==> src/rtl/cnt_ctrl_pkg.sv <==
// Shared definitions for the counter control path: FSM encodings and width helpers.
// Latency: none (types, constants and elaboration-time functions only).
// Backpressure: none.
package cnt_ctrl_pkg;

  // Count-enable generator FSM states
  typedef enum logic [1:0] {
    STEP       = 2'd0,
    RUN_IDLE   = 2'd1,
    RUN_ACTIVE = 2'd2
  } cnt_state_t;

  // Default number of consecutive stable samples before the debounced level moves
  localparam int DEBOUNCE_CYCLES_DEF = 16;

  // Debounce counter width: the counter only ever holds 0 .. DEBOUNCE_CYCLES-1
  function automatic int db_cnt_w(input int cycles);
    return (cycles < 2) ? 1 : $clog2(cycles);
  endfunction

  // Auto-repeat counter width: holds 0 .. max(delay, rate)-1
  function automatic int rpt_cnt_w(input int dly, input int rt);
    int m;
    m = (dly > rt) ? dly : rt;
    return (m < 2) ? 1 : $clog2(m);
  endfunction

endpackage

==> src/rtl/key_debounce.sv <==
// Synchronizes a raw bouncing key and debounces it into a clean level.
// Latency: 2 sync flops plus DEBOUNCE_CYCLES stable samples before key_level moves.
// Backpressure: none; key_in is sampled every cycle.
module key_debounce
  import cnt_ctrl_pkg::*;
#(
  parameter int DEBOUNCE_CYCLES = DEBOUNCE_CYCLES_DEF
) (
  input  logic clock,
  input  logic clear,
  input  logic key_in,
  output logic key_level
);

  localparam int            CW       = db_cnt_w(DEBOUNCE_CYCLES);
  localparam logic [CW-1:0] CNT_LAST = CW'(DEBOUNCE_CYCLES - 1);

  logic          s1;
  logic          s2;
  logic [CW-1:0] cnt;

  // Two-flop synchronizer for the asynchronous key input
  always_ff @(posedge clock) begin
    if (!clear) begin
      s1 <= 1'b0;
      s2 <= 1'b0;
    end else begin
      s1 <= key_in;
      s2 <= s1;
    end
  end

  // Count consecutive samples that disagree with the current level; move the level on the last one
  always_ff @(posedge clock) begin
    if (!clear) begin
      cnt       <= '0;
      key_level <= 1'b0;
    end else if (s2 == key_level) begin
      cnt <= '0;
    end else if (cnt == CNT_LAST) begin
      key_level <= s2;
      cnt       <= '0;
    end else begin
      cnt <= cnt + CW'(1);
    end
  end

endmodule

==> src/rtl/count_enable_gen.sv <==
// Turns a debounced key and mode select into single-cycle count-enable pulses (step or free-run); CNT_AUTOREPEAT_EN adds held-key auto-repeat in step mode.
// Latency: en rises on edge 2+DEBOUNCE_CYCLES+1 after key_in is first sampled high; run-mode first pulse rate+1 cycles after start.
// Backpressure: none; en is a registered pulse the counter must accept every cycle it is high.
module count_enable_gen
  import cnt_ctrl_pkg::*;
#(
  parameter int DEBOUNCE_CYCLES = DEBOUNCE_CYCLES_DEF,
  parameter int RATE_W          = 8,
  parameter int REPEAT_DELAY    = 64,
  parameter int REPEAT_RATE     = 16
) (
  input  logic              clock,
  input  logic              clear,
  input  logic              key_in,
  input  logic              run_mode,
  input  logic [RATE_W-1:0] rate,
  output logic              en,
  output logic              key_level,
  output logic              running
);

  if (DEBOUNCE_CYCLES < 2) begin : g_bad_debounce
    $error("DEBOUNCE_CYCLES must be at least 2");
  end
  if (REPEAT_DELAY < 1 || REPEAT_RATE < 1) begin : g_bad_repeat
    $error("REPEAT_DELAY and REPEAT_RATE must be at least 1");
  end

  cnt_state_t        state;
  cnt_state_t        state_n;
  logic [RATE_W-1:0] presc;
  logic [RATE_W-1:0] presc_n;
  logic              running_n;
  logic              en_n;
  logic              key_level_q;
  logic              press;
  logic              rpt_fire;

  key_debounce #(
    .DEBOUNCE_CYCLES (DEBOUNCE_CYCLES)
  ) u_key_debounce (
    .clock     (clock),
    .clear     (clear),
    .key_in    (key_in),
    .key_level (key_level)
  );

  // A press is the rising edge of the debounced level; releases are ignored
  assign press = key_level & ~key_level_q;

`ifdef CNT_AUTOREPEAT_EN
  localparam int            RW       = rpt_cnt_w(REPEAT_DELAY, REPEAT_RATE);
  localparam logic [RW-1:0] DLY_LAST = RW'(REPEAT_DELAY - 1);
  localparam logic [RW-1:0] RT_LAST  = RW'(REPEAT_RATE - 1);

  logic [RW-1:0] rpt_cnt;
  logic          rpt_armed;
  logic          rpt_fast;
  logic          rpt_hold;

  // Repeat only while the key is held in step mode and the FSM is not about to leave STEP
  assign rpt_hold = (state == STEP) && !run_mode && key_level;
  assign rpt_fire = rpt_hold && rpt_armed &&
                    (rpt_cnt == (rpt_fast ? RT_LAST : DLY_LAST));

  // Arm on the initial press, wait the long delay once, then repeat at the short rate
  always_ff @(posedge clock) begin
    if (!clear || !rpt_hold) begin
      rpt_cnt   <= '0;
      rpt_armed <= 1'b0;
      rpt_fast  <= 1'b0;
    end else if (press) begin
      rpt_cnt   <= '0;
      rpt_armed <= 1'b1;
      rpt_fast  <= 1'b0;
    end else if (rpt_fire) begin
      rpt_cnt  <= '0;
      rpt_fast <= 1'b1;
    end else if (rpt_armed) begin
      rpt_cnt <= rpt_cnt + RW'(1);
    end
  end
`else
  assign rpt_fire = 1'b0;
`endif

  // State, prescaler, output registers and the press-edge history
  always_ff @(posedge clock) begin
    if (!clear) begin
      state       <= STEP;
      presc       <= '0;
      running     <= 1'b0;
      en          <= 1'b0;
      key_level_q <= 1'b0;
    end else begin
      state       <= state_n;
      presc       <= presc_n;
      running     <= running_n;
      en          <= en_n;
      key_level_q <= key_level;
    end
  end

  // Next-state decode; mode changes beat presses, and a stop press beats a terminal count
  always_comb begin
    state_n   = state;
    presc_n   = presc;
    running_n = running;
    en_n      = 1'b0;
    case (state)
      STEP: begin
        if (run_mode) begin
          state_n = RUN_IDLE;
        end else if (press || rpt_fire) begin
          en_n = 1'b1;
        end
      end
      RUN_IDLE: begin
        if (!run_mode) begin
          state_n = STEP;
        end else if (press) begin
          presc_n   = '0;
          running_n = 1'b1;
          state_n   = RUN_ACTIVE;
        end
      end
      RUN_ACTIVE: begin
        if (!run_mode) begin
          state_n   = STEP;
          running_n = 1'b0;
          presc_n   = '0;
        end else if (press) begin
          state_n   = RUN_IDLE;
          running_n = 1'b0;
          presc_n   = '0;
        end else if (presc >= rate) begin
          // >= so a rate lowered below the current count still wraps immediately
          en_n    = 1'b1;
          presc_n = '0;
        end else begin
          presc_n = presc + RATE_W'(1);
        end
      end
      default: begin
        state_n   = STEP;
        presc_n   = '0;
        running_n = 1'b0;
      end
    endcase
  end

endmodule

==> config.mk <==
export PLATFORM = sky130hd
export DESIGN_NAME = count_enable_gen
export DESIGN_NICKNAME = d
export VERILOG_FILES = /design/src/rtl/cnt_ctrl_pkg.sv /design/src/rtl/key_debounce.sv /design/src/rtl/count_enable_gen.sv
export SDC_FILE = /design/constraint.sdc
export NUM_CORES = 1
export LEC_CHECK = 0
export CELL_PAD_IN_SITES_DETAIL_PLACEMENT = 1
export CELL_PAD_IN_SITES_GLOBAL_PLACEMENT = 2
export CORE_AREA = 2 2 60 62
export CTS_BUF_LIST = sky130_fd_sc_hd__clkbuf_4 sky130_fd_sc_hd__clkbuf_8
export CTS_CLUSTER_SIZE = 8
export DETAILED_ROUTE_END_ITERATION = 7
export DIE_AREA = 0 0 62 64
export PLACE_DENSITY = 0.81
export SLEW_MARGIN = 15
export SYNTH_ARGS = -nofsm -noshare
export SYNTH_HDL_FRONTEND = slang
export SYNTH_SLANG_ARGS = --single-unit
==> constraint.sdc <==
create_clock -name clock -period 2.4 [get_ports clock]
set_clock_uncertainty 0.2 [all_clocks]
set_input_delay 0.48 -clock clock [delete_from_list [all_inputs] [get_ports clock]]
set_output_delay 0.48 -clock clock [all_outputs]
set_load 0.01 [all_outputs]
## Word-level counts from Yosys, hierarchy flattened

Cells that the tools add are included.

- Muxes and demuxes: 23
- Equal/unequal tests: 9
- Bitwise operators: 5
- Magnitude comparators: 1
- Reductions and logical operators: 6
- $add $sub $neg: 2

Operator list:

| operator | count |
|---|---|
| 2-to-1 mux 8 bit | 5 |
| case mux 8 bit (3 select lines) | 1 |
| 2-to-1 mux 2 bit | 5 |
| 2-to-1 mux 1 bit | 9 |
| adder 8 x 1 -> 8 bit (second input constant) | 1 |
| greater-or-equal comparator 8 bit | 1 |
| inequality test 2 bit (second input constant) | 3 |
| inequality test 3 bit (second input constant) | 2 |
| case mux 2 bit (3 select lines) | 1 |
| AND reduction 3 bit | 2 |
| adder 4 x 1 -> 4 bit (second input constant) | 1 |
| == test 4 bit (second input constant) | 1 |
| NOT 1 bit | 4 |
| AND reduction 4 bit | 1 |
| case mux 1 bit (3 select lines) | 1 |
| OR reduction 3 bit | 1 |
| == test 2 x 1 -> 1 bit (second input constant) | 1 |
| == test 2 bit (second input constant) | 1 |
| zero test 2 bit | 1 |
| case mux 1 bit (2 select lines) | 1 |
| AND reduction 2 bit | 1 |
| bitwise AND 1 bit | 1 |
| == test 1 bit | 1 |

- Logic and storage cells: 55
- Bits of input ports: 12
- Register bits after elaboration: 20

## Logic depth before layout (Yosys ltp)

- Depth in word-level cells: 5
- Mapped depth: 8
- Depth with buffers taken out: 7

## Hierarchy

Synthesis repeated with hierarchy kept, for this count alone.

- Cell total of the unflattened synthesis: 129
- Area total of the unflattened synthesis: 1096.1 sq um

By module, submodules not included:

| module | seq. area each (sq um) | cells an instance | times used | area an instance (sq um) |
|---|---|---|---|---|
| count_enable_gen | 260.2 | 106 | 1 | 850.8 |
| key_debounce | 140.1 | 23 | 1 | 245.2 |

## Worst setup path before layout

OpenSTA, ideal clock, no wires.

- Path kind: input-to-reg
- Start point: in rate[7]
- End point: reg presc[5]
- Required time: 2.126 ns
- Data arrival time: 1.971 ns
- Setup time: 0.074 ns
- Stages on the path: 8
- Buffers on the path: 1
- Slack: 0.155 ns
- Path through: inv_1 > ha_1 > and3_1 > a221o_1 > a311oi_2 > buf_4 > nand3_2 > a31oi_1

- Longest elaborated chain between the ends: 5

RTL lines:

| what | RTL line | text |
|---|---|---|
| from (decl) | count_enable_gen.sv:16 | `input logic [RATE_W-1:0] rate,` |
| greater-or-equal comparator 8 bit | count_enable_gen.sv:136 | `end else if (presc >= rate) begin` |
| 2-to-1 mux 8 bit | count_enable_gen.sv:136 |  |
| 2-to-1 mux 8 bit | count_enable_gen.sv:132 | `end else if (press) begin` |
| 2-to-1 mux 8 bit | count_enable_gen.sv:128 | `if (!run_mode) begin` |
| case mux 8 bit (3 select lines) | count_enable_gen.sv:110 | `case (state)` |
| to (signal assigned) | count_enable_gen.sv:97 | `presc <= presc_n;` |
| to (decl) | count_enable_gen.sv:31 | `logic [RATE_W-1:0] presc;` |

No other way between the ends.
A chain may end at the register's enable or synchronous reset.

## Worst setup path in the final report

- Start point: in rate[2]
- End point: reg presc[3]

Same word-level chain as after synthesis.

==> qor.txt <==
==================================================================================================
Vias/cell                                                                                     4.94
Relative max-transition margin                                                               0.829
Worst skew pair latency                                                                    0.30 ns
Yosys cell types                                                                                34
Mean routed wirelength per cell                                                            12.5 um
Yosys Warn Count                                                                                 0
Pre-antenna DRT Iters                                                                            2
Number of nets with antenna violations after detailed routing                                    0
Peak fanout along the critical path                                                              5
Cell with the biggest individual delay on the critical path                           clkdlybuf4s50_1
Core footprint                                                                            3280 um2
Cell count after synthesis                                                                     126
Drt first-iter violations                                                                       30
Antenna diode count                                                                              0
Post-synth EDFFs                                                                                 0
TritonCTS clock tree                                                                           yes
Biggest cell delay along the critical path                                                 0.46 ns
Nature of the critical path endpoint                                                     flip-flop
Largest net degree at the start of global routing                                               23
Yosys reg bits                                                                                  20
Global Route Usage Sum                                                                       0.141
Final routed DRC violation total                                                                 0
Total power divided by cell area                                                        412 nW/um2
H-tree level count                                                                               1
Initial standard-cell utilization of the core                                                0.333
Number of buffers added to fix hold violations after cts                                         0
Gpl congestion                                                                               0.750
Remaining Overflow, GRT                                                                          0
Number of nets produced by synthesis                                                           148
Most frequent cell on the critical path                                                      buf_4
Number of antenna violations at the first check in global routing                                0
Actual slew at the worst max-slew pin                                                     0.257 ns
Kind of critical path                                                                 primary input to flip-flop
Setup slack after layout                                                                 0.0551 ns
Total Nets Final                                                                               172
VDD IR max                                                                                0.325 mV
Placement Setup Slack                                                                    -0.476 ns
Count of max-cap constraint violations                                                           0
Detailed-placement wirelength estimate                                                     1.76 mm
Vias after detailed routing                                                                    963
Wire length of the first global-routing pass                                               4.26 mm
Status                                                                                   completed
TritonCTS buffer count                                                                           3
Total design power                                                                          592 uW
Commonest cells after routing, fill and taps aside                                    19 x dfxtp_1, 10 x nand2_1, 10 x clkdlybuf4s50_1, 9 x nand3_1, 9 x nor2_1
Fraction of registers with async set or reset after synthesis                                    0
Vert. Die Dim                                                                                64 um
Clock Root Buffer                                                                         clkbuf_4
Endpoints failing hold                                                                           0
I/O Buffers                                                                                     14
Reported leakage power                                                                    0.665 nW
Number of slew-limit violations in the final report                                              0
Mapped cell area                                                                          1090 um2
List of cells traversed by the critical path                                          clkdlybuf4s50_1 -> inv_1 -> ha_1 -> or3_4 -> a311oi_2 -> buf_4 -> buf_4 -> o21ai_0 -> nand2_1
Syn avg cell area                                                                         8.69 um2
Clock Sinks                                                                                     20
Sequential cell area fraction in the yosys report                                            0.366
Via count of the first global-routing pass                                                     950
Routed WL                                                                                  2.44 mm
Worst setup SP type                                                                   primary input
Total die area                                                                            3970 um2
Maximum clock insertion buffer count                                                             2
Highest clock frequency the design can meet                                                426 MHz
Die X                                                                                        62 um
Setup violations, final                                                                          0
Post-route minimum period                                                                  2.34 ns
Critical Path AT                                                                           2.41 ns
Top_reg_cell synth                                                                         dfxtp_1
Proportion of layout cells with a drive suffix above 1                                       0.174
Area growth, synth to finish                                                                 31.2%
Kind of path behind the tightest hold check                                           flip-flop to flip-flop
Most common library cell in the layout ignoring fill and taps                              dfxtp_1
Fraction of the cycle the final worst path needs                                             0.977
Top-level I/O count                                                                             15
Clock transition time at the flip-flop clock pins of the worst setup and hold paths        0.12 ns
Fill cell total of the finished layout                                                         407
Core Rows                                                                                       21
Min Hold Slack                                                                            0.246 ns
Worst Path Required                                                                        2.46 ns
==================================================================================================
-- through the flow --
step	utilization	setup TNS, ns	area, um2	std cells
after global routing	0.437	-0.0441	1440	195
after detailed placement	0.399	-3.39	1310	187
after CTS	0.424	0	1390	193
after global placement	0.399	-2.68	1310	187
final	0.437	0	1440	195
after floorplan	-	0	1090	126
-- logic make-up (layout without fill, tap and decap cells) --
kind of cell	Yosys count	after routing	share of synthesized area
simple gates	58	58	0.290
flops	20	20	0.366
compound gates	18	18	0.127
buf+inv	14	37	0.0514
fa+ha+maj	10	10	0.114
xor+xnor	3	3	0.0240
mux	3	3	0.0274
-- synth_stat cells (2+ instances only) --
| library cell | number | share of area |
|---|---|---|
| dfxtp_1 | 20 | 0.37 |
| nand2_1 | 11 | 0.038 |
| ha_1 | 10 | 0.11 |
| inv_1 | 10 | 0.034 |
| nand3_1 | 10 | 0.046 |
| nor2_1 | 9 | 0.031 |
| nor2b_1 | 7 | 0.040 |
| a31oi_1 | 4 | 0.023 |
| and2_1 | 4 | 0.023 |
| and3_1 | 4 | 0.023 |
| clkbuf_1 | 3 | 0.010 |
| mux2i_1 | 3 | 0.027 |
| nand2b_1 | 3 | 0.017 |
| o21ai_0 | 3 | 0.014 |
| xor2_1 | 3 | 0.024 |
| nand4b_1 | 2 | 0.016 |
| nor3_1 | 2 | 0.0091 |
| nor4bb_1 | 2 | 0.018 |
-- layout make-up --
| type | instances | area, um2 | share of cell area |
|---|---|---|---|
| multi-input combinational | 92 | 688 | 0.479 |
| sequential | 20 | 402 | 0.280 |
| timing repair buffer | 23 | 215 | 0.150 |
| tap | 46 | 57.6 | 0.0401 |
| inverter | 10 | 37.5 | 0.0261 |
| clock buffer | 4 | 36.3 | 0.0253 |
-- final timing paths --
kind / slack [ns] / cells past startpoint / startpoint / end
max: 0.06 / 9 / rate[2] / presc[3]
min: 0.25 / 1 / u_key_debounce.s1 / u_key_debounce.s2
max reg2reg: 0.12 / 8 / presc[6] / presc[3]
min reg2reg: 0.25 / 1 / u_key_debounce.s1 / u_key_debounce.s2
-- flip-flops by register name, summed over array words and instances, names as in the netlist --
signal,flops
en,1
u_key_debounce.s2,1
u_key_debounce.s1,1
u_key_debounce.key_level,1
u_key_debounce.cnt,4
presc,8
running,1
state,2
key_level_q,1
-- per-layer routing --
| metal | share of wire | global-route usage | vias to the layer above |
|---|---|---|---|
| met5 | 0 | 0 | - |
| met1 | 0.47 | 0.180 | 461 |
| met2 | 0.50 | 0.228 | 9 |
| li1 | - | - | 491 |
| met4 | 0.0094 | 0.0399 | 0 |
| met3 | 0.021 | 0.0364 | 2 |
-- timing repair --
| item | CTS | global route |
|---|---|---|
| endpoints found under the setup margin | 8 | 8 |
| gates resized for setup | 5 | 10 |
| cloned | 1 | 0 |
| buffers inserted | 1 | 2 |
| pin swaps | 8 | 6 |
-- critical path: cells and delay by family --
kind / cells / cell delay, ns
buffers and inverters: 4 / 0.81
AOI/OAI and AO/OA: 2 / 0.38
adders and majority gates: 1 / 0.28
and+or+nand+nor: 2 / 0.44
-- where the power goes --
| group | switching [mW] | total [mW] | internal (mW) |
|---|---|---|---|
| Clock | 0.111 | 0.203 | 0.0925 |
| Sequential | 0.00258 | 0.337 | 0.335 |
| Combinational | 0.0195 | 0.0509 | 0.0315 |
| Total | 0.133 | 0.592 | 0.459 |
Power figures use the tool's default switching activity.
